## config.mk

```make
export PLATFORM = sky130hd
export DESIGN_NAME = id_stage
export DESIGN_NICKNAME = d
export VERILOG_FILES = /design/src/rtl/id_pkg.sv /design/src/rtl/id_stage_field_decode.sv /design/src/rtl/id_stage.sv
export SDC_FILE = /design/constraint.sdc
export NUM_CORES = 1
export LEC_CHECK = 0
export CORE_MARGIN = 8
export CORE_UTILIZATION = 35
export DETAILED_ROUTE_END_ITERATION = 10
export GPL_TIMING_DRIVEN = 0
export PLACE_DENSITY = 0.69
export SLEW_MARGIN = 5
export SYNTH_ARGS = -nofsm -noshare
export SYNTH_HDL_FRONTEND = slang
export SYNTH_SLANG_ARGS = --single-unit
```

## constraint.sdc

```tcl
create_clock -name clk -period 2.1 [get_ports clk]
set_clock_uncertainty 0.2 [all_clocks]
set_input_delay 0.42 -clock clk [delete_from_list [all_inputs] [get_ports clk]]
set_output_delay 0.42 -clock clk [all_outputs]
set_load 0.03 [all_outputs]
```

## src/rtl/id_pkg.sv

```systemverilog
// Shared types for the decode stage: format codes, base opcodes and the decoded bundle.
// Bundle pc/imm are sized for the widest XLEN; narrower builds use the low bits.
package id_pkg;

  localparam int MAX_XLEN = 64;

  typedef enum logic [2:0] {
    FMT_R       = 3'd0,
    FMT_I       = 3'd1,
    FMT_S       = 3'd2,
    FMT_B       = 3'd3,
    FMT_U       = 3'd4,
    FMT_J       = 3'd5,
    FMT_INVALID = 3'd7
  } fmt_e;

  typedef enum logic [1:0] {
    ST_EMPTY,
    ST_FULL,
    ST_SKID
  } state_e;

  localparam logic [6:0] OP_OP     = 7'b0110011;
  localparam logic [6:0] OP_OP_32  = 7'b0111011;
  localparam logic [6:0] OP_IMM    = 7'b0010011;
  localparam logic [6:0] OP_IMM_32 = 7'b0011011;
  localparam logic [6:0] OP_LOAD   = 7'b0000011;
  localparam logic [6:0] OP_JALR   = 7'b1100111;
  localparam logic [6:0] OP_STORE  = 7'b0100011;
  localparam logic [6:0] OP_BRANCH = 7'b1100011;
  localparam logic [6:0] OP_LUI    = 7'b0110111;
  localparam logic [6:0] OP_AUIPC  = 7'b0010111;
  localparam logic [6:0] OP_JAL    = 7'b1101111;

  typedef struct packed {
    logic [MAX_XLEN-1:0] pc;
    logic [6:0]          opcode;
    logic [4:0]          rd;
    logic [4:0]          rs1;
    logic [4:0]          rs2;
    logic [2:0]          funct3;
    logic [6:0]          funct7;
    logic [MAX_XLEN-1:0] imm;
    fmt_e                format;
    logic                illegal;
  } dec_bundle_t;

  function automatic logic [MAX_XLEN-1:0] sext32(input logic [31:0] value);
    return {{(MAX_XLEN-32){value[31]}}, value};
  endfunction

endpackage

```

## src/rtl/id_stage_field_decode.sv

```systemverilog
// Combinational RISC-V base-instruction field decoder: instruction + PC -> decoded bundle.
module field_decode
  import id_pkg::*;
#(
  parameter int XLEN = 64
) (
  input  logic [31:0]     instr,
  input  logic [XLEN-1:0] pc,
  output dec_bundle_t     dec
);

  fmt_e        fmt;
  logic [31:0] imm_i, imm_s, imm_b, imm_u, imm_j;

  assign imm_i = {{20{instr[31]}}, instr[31:20]};
  assign imm_s = {{20{instr[31]}}, instr[31:25], instr[11:7]};
  assign imm_b = {{19{instr[31]}}, instr[31], instr[7], instr[30:25], instr[11:8], 1'b0};
  assign imm_u = {instr[31:12], 12'b0};
  assign imm_j = {{11{instr[31]}}, instr[31], instr[19:12], instr[20], instr[30:21], 1'b0};

  always_comb begin
    fmt = FMT_INVALID;
    case (instr[6:0])
      OP_OP:                     fmt = FMT_R;
      OP_OP_32:                  if (XLEN == 64) fmt = FMT_R;
      OP_IMM, OP_LOAD, OP_JALR:  fmt = FMT_I;
      OP_IMM_32:                 if (XLEN == 64) fmt = FMT_I;
      OP_STORE:                  fmt = FMT_S;
      OP_BRANCH:                 fmt = FMT_B;
      OP_LUI, OP_AUIPC:          fmt = FMT_U;
      OP_JAL:                    fmt = FMT_J;
      default:                   fmt = FMT_INVALID;
    endcase
  end

  // Fields a format does not carry stay zero so downstream never sees stale indices.
  always_comb begin
    dec              = '0;
    dec.pc[XLEN-1:0] = pc;
    dec.opcode       = instr[6:0];
    dec.format       = fmt;
    dec.illegal      = (fmt == FMT_INVALID);
    case (fmt)
      FMT_R: begin
        dec.rd     = instr[11:7];
        dec.rs1    = instr[19:15];
        dec.rs2    = instr[24:20];
        dec.funct3 = instr[14:12];
        dec.funct7 = instr[31:25];
      end
      FMT_I: begin
        dec.rd     = instr[11:7];
        dec.rs1    = instr[19:15];
        dec.funct3 = instr[14:12];
        dec.funct7 = instr[31:25];
        dec.imm    = sext32(imm_i);
      end
      FMT_S: begin
        dec.rs1    = instr[19:15];
        dec.rs2    = instr[24:20];
        dec.funct3 = instr[14:12];
        dec.imm    = sext32(imm_s);
      end
      FMT_B: begin
        dec.rs1    = instr[19:15];
        dec.rs2    = instr[24:20];
        dec.funct3 = instr[14:12];
        dec.imm    = sext32(imm_b);
      end
      FMT_U: begin
        dec.rd  = instr[11:7];
        dec.imm = sext32(imm_u);
      end
      FMT_J: begin
        dec.rd  = instr[11:7];
        dec.imm = sext32(imm_j);
      end
      default: ;
    endcase
  end

endmodule

```

## src/rtl/id_stage.sv

```systemverilog
// Registered decode stage: decodes on the input side, holds bundles in an output
// register plus a one-entry skid buffer, with valid/ready on both sides and flush.
module id_stage
  import id_pkg::*;
#(
  parameter int XLEN = 64
) (
  input  logic            clk,
  input  logic            rst,
  input  logic            flush,
  input  logic            in_valid,
  output logic            in_ready,
  input  logic [31:0]     in_instr,
  input  logic [XLEN-1:0] in_pc,
  output logic            out_valid,
  input  logic            out_ready,
  output logic [XLEN-1:0] out_pc,
  output logic [6:0]      out_opcode,
  output logic [4:0]      out_rd,
  output logic [4:0]      out_rs1,
  output logic [4:0]      out_rs2,
  output logic [2:0]      out_funct3,
  output logic [6:0]      out_funct7,
  output logic [XLEN-1:0] out_imm,
  output logic [2:0]      out_format,
  output logic            out_illegal
);

  dec_bundle_t dec_next;
  dec_bundle_t out_reg;
  dec_bundle_t skid_reg;
  logic        out_valid_reg;
  logic        skid_valid_reg;
  logic        accept;
  state_e      state;

  field_decode #(.XLEN(XLEN)) u_field_decode (
    .instr (in_instr),
    .pc    (in_pc),
    .dec   (dec_next)
  );

  // Registered-only ready: no combinational path from out_ready.
  assign in_ready = !skid_valid_reg && !rst;
  assign accept   = in_valid && in_ready;

  always_comb begin
    if (skid_valid_reg)     state = ST_SKID;
    else if (out_valid_reg) state = ST_FULL;
    else                    state = ST_EMPTY;
  end

  always_ff @(posedge clk) begin
    if (rst) begin
      out_valid_reg  <= 1'b0;
      skid_valid_reg <= 1'b0;
      out_reg        <= '0;
      out_reg.format <= FMT_INVALID;
      skid_reg       <= '0;
    end else if (flush) begin
      out_valid_reg  <= 1'b0;
      skid_valid_reg <= 1'b0;
    end else begin
      case (state)
        ST_EMPTY: begin
          if (accept) begin
            out_reg       <= dec_next;
            out_valid_reg <= 1'b1;
          end
        end
        ST_FULL: begin
          if (out_ready) begin
            if (accept) out_reg <= dec_next;
            else        out_valid_reg <= 1'b0;
          end else if (accept) begin
            skid_reg       <= dec_next;
            skid_valid_reg <= 1'b1;
          end
        end
        ST_SKID: begin
          if (out_ready) begin
            out_reg        <= skid_reg;
            skid_valid_reg <= 1'b0;
          end
        end
        default: ;
      endcase
    end
  end

  assign out_valid   = out_valid_reg;
  assign out_pc      = out_reg.pc[XLEN-1:0];
  assign out_opcode  = out_reg.opcode;
  assign out_rd      = out_reg.rd;
  assign out_rs1     = out_reg.rs1;
  assign out_rs2     = out_reg.rs2;
  assign out_funct3  = out_reg.funct3;
  assign out_funct7  = out_reg.funct7;
  assign out_imm     = out_reg.imm[XLEN-1:0];
  assign out_format  = out_reg.format;
  assign out_illegal = out_reg.illegal;

  // Upper pc/imm bits only matter when XLEN is below the bundle width.
  logic unused_hi;
  assign unused_hi = ^{out_reg.pc, out_reg.imm};

endmodule

```

==> impl_metrics.env <==
export IMPL_async_flop_share_pct=0
export IMPL_wl_per_cell_um=20.45
export IMPL_reg2reg_depth=7
export IMPL_slew_headroom_pct=47.12
export IMPL_cts_tree="built"
export IMPL_max_freq_mhz=466.9
export IMPL_fin_crit_sh_pct=102.0
export IMPL_clkPwrFrac_pct=42.6
export IMPL_core_area_um2=30590
export IMPL_syn_to_final_growth_pct=43.75
export IMPL_synth_area_leaders="dfxtp_1 (49%), nand2_1 (7.2%), a211oi_1 (7.1%)"
export IMPL_final_hold_viol_count=0
export IMPL_ant_nets=0
export IMPL_grt_pass1_vias=10280
export IMPL_root_buffer="clkbuf_16"
export IMPL_power_frac_seq_pct=44.0
export IMPL_violations="setup timing"
export IMPL_synth_fa_ha_area_share_pct=0.09203
export IMPL_grt_max_degree=18
export IMPL_synth_seq_area_share_pct=48.96
export IMPL_post_route_min_period_ns=2.142
export IMPL_worst_ep_arrival_time_ns=1.52
export IMPL_cts_hold_buf=0
export IMPL_die_width_um=192.3
export IMPL_grt_ovfl_total=0
export IMPL_die_area_um2=36970
export IMPL_drv_cap=0
export IMPL_finalPower_mw=11.94
export IMPL_synth_compound_area_share_pct=20.63
export IMPL_setup_viol=4
export IMPL_crit_slowest_cell="dfxtp_1"
export IMPL_synth_ff_type="dfxtp_1"
export IMPL_p_leak_nw=6.166
export IMPL_drcViolationCount=0
export IMPL_drt_pass1_iter_count=6
export IMPL_rows=64
export IMPL_cts_buffers=29
export IMPL_register_area_um2=5330
export IMPL_synthSimpleGateAreaFrac_pct=16.83
export IMPL_worst_pin_slew_ns=0.7932
export IMPL_sw_frac_of_total_pct=25.69
export IMPL_yosysUniqueCellTypes=52
export IMPL_synth_fp_nets=1363
export IMPL_cp_required_ns=1.48
export IMPL_drtIter0Drc=748
export IMPL_rsz0062_at_grt="true"
export IMPL_place_hpwl_um=29120
export IMPL_die_y_um=192.3
export IMPL_crit_path_max_incr_delay_ns=0.30
export IMPL_antenna_found_initial=3
export IMPL_path_clk_slew_ns=0.06
export IMPL_synth_top_area_share_pct=48.96
export IMPL_synth_edf_count=0
export IMPL_fin_tns_setup_ns=-0.08510
export IMPL_cp_end_kind="output pin"
export IMPL_slew_violations=0
export IMPL_finalWorstSetupSlack_ns=-0.04176
export IMPL_num_vias=10720
export IMPL_status="finished with violations"
export IMPL_via_per_inst=5.394
export IMPL_crit_fanout=10
export IMPL_path_cells="buf_6 -> buf_12 -> buf_12 -> nor2_4 -> buf_6"
export IMPL_synth_seq_cells=266
export IMPL_path_class="reg -> out"
export IMPL_syn_area_per_cell_um2=8.619
export IMPL_place_area_um2=14070
export IMPL_ios=267
export IMPL_synth_xor_area_share_pct=0
export IMPL_drive_gt1_share_pct=16.34
export IMPL_yosys_area_top_type="dfxtp_1"
export IMPL_grt_first_pass_wirelength_um=59750
export IMPL_switchingPower_mw=3.067
export IMPL_start_kind="register"
export IMPL_grt_util_all_layers_pct=20.48
export IMPL_initial_core_util_pct=35.56
export IMPL_min_path_type="in -> reg"
export IMPL_fill_cells=2894
export IMPL_whs_ns=0.04399
export IMPL_synthCells=1262
export IMPL_synth_warnings=0
export IMPL_synthMuxAreaShare_pct=7.017
export IMPL_cts_sinks=266
export IMPL_h_tree_depth=1
export IMPL_largest_reg_flops=132
export IMPL_routed_wl_um=40650
export IMPL_internal_power_mw=8.873
export IMPL_powerDensity_nw_per_um2=763.7
export IMPL_finalNetCount=1673
export IMPL_stdcell_area_um2=15640
export IMPL_clk_latency_ns=0.54
export IMPL_clock_path_buffers=3
export IMPL_multi_input_area_um2=5270
export IMPL_ir_drop_mv=0.4559
export IMPL_numPortBuffers=264
export IMPL_hold_depth=3
export IMPL_synth_top_family_by_area="compound AO/OA/AOI/OAI gates"
export IMPL_gp_congestion=0.8733
export IMPL_synth_area_um2=10880
export IMPL_pwr_share_comb_pct=13.4
-- placed cells by master (no fill, tap or decap), drive strengths merged, types with 27 or more instances in the layout --
cell	Yosys	final
nand2	208	208
a21oi	110	110
buf	64	127
o21ai	27	27
mux2i	74	74
dfxtp	266	266
clkdlybuf4s50	0	90
a221oi	33	33
a211oi	103	103
clkbuf	79	108
nor3	32	32
nor2	151	151
dlygate4sd2	0	133
-- Yosys cell counts, types with 2 or more instances --
cell,n
a211oi_1,103
a21o_1,14
a21oi_1,110
a221oi_1,33
a22o_1,7
a22oi_1,19
a31oi_1,3
a32oi_1,2
and3_1,2
and4b_1,2
buf_1,11
buf_2,20
buf_4,32
clkbuf_1,79
dfxtp_1,266
inv_1,3
mux2_2,2
mux2i_1,74
nand2_1,208
nand2b_1,5
nand3_1,16
nand4_1,4
nor2_1,151
nor3_1,28
nor3_2,3
nor3b_1,6
nor4_1,2
o21ai_0,27
o221ai_1,5
o22ai_1,2
or3_1,2
-- cell type report --
| cell class | instances | area share [%] |
|---|---|---|
| diodes | 1 | 0.01601 |
| well taps | 396 | 3.169 |
| clock inverters | 7 | 0.7282 |
| flip-flops and latches | 266 | 34.09 |
| repair buffers | 285 | 16.81 |
| inverters | 4 | 0.1120 |
| multi-input cells | 849 | 33.71 |
| plain buffers | 137 | 6.074 |
| clock buffers | 43 | 5.298 |
-- worst paths after layout --
check	startpoint	endpoint	slack, ns
max	skid_valid_reg$_SDFFE_PP0P_	in_ready	-0.04
min	rst	skid_valid_reg$_SDFFE_PP0P_	0.04
min reg2reg	skid_reg[125]$_SDFFE_PP0P_	skid_reg[125]$_SDFFE_PP0P_	0.25
max reg2reg	skid_valid_reg$_SDFFE_PP0P_	out_imm[20]$_SDFFE_PP0P_	-0.04
-- power by group through the flow --
stage / Clock, mW / Combinational [mW] / Sequential [mW]
finish: 5.09 / 1.60 / 5.26
global route: 5.39 / 1.69 / 5.27
CTS: 5.16 / 1.53 / 5.26
detailed placement: 0 / 1.53 / 5.38
global placement: 0 / 1.52 / 5.37
floorplan: 0 / 0.547 / 5.61
-- per-layer routing --
metal / vias up / GRT usage [%] / share of wire [%]
met2: 466 / 33.95 / 47
li1: 5039 / - / -
met5: - / 0 / 0.064
met1: 5105 / 24.66 / 39
met4: 4 / 8.431 / 4.4
met3: 109 / 5.764 / 9.4
-- worst max-delay path, delay by kind of cell (launching register included) --
kind          cells  cell delay (ns)
buf+inv           4             0.58
flops             1             0.30
simple gates      1             0.11
-- stage by stage --
stage | std cells | worst slack, ns | util, %
2_1_floorplan | 1262 | -0.03458 | -
3_3_place_gp | 1922 | -1.162 | 45.99
3_5_place_dp | 1922 | -1.164 | 45.99
4_1_cts | 1983 | -0.1467 | 49.95
5_1_grt | 1988 | -0.09462 | 51.11
6_report | 1988 | -0.04176 | 51.11
-- logic make-up after synthesis --
family          count (synthesis)
compound gates                335
mux                            76
buf+inv                       147
fa+ha+maj                       1
flops                         266
simple gates                  437
-- repair_timing --
| item | 4_1_cts | 5_1_grt |
|---|---|---|
| gates resized for setup | 420 | 89 |
| setup endpoints to repair | 430 | 208 |
| cloned | 2 | 2 |
| buffers inserted | 12 | 6 |
| pin swaps | 7 | 17 |
Note: power is estimated with default switching activity, not from simulation.
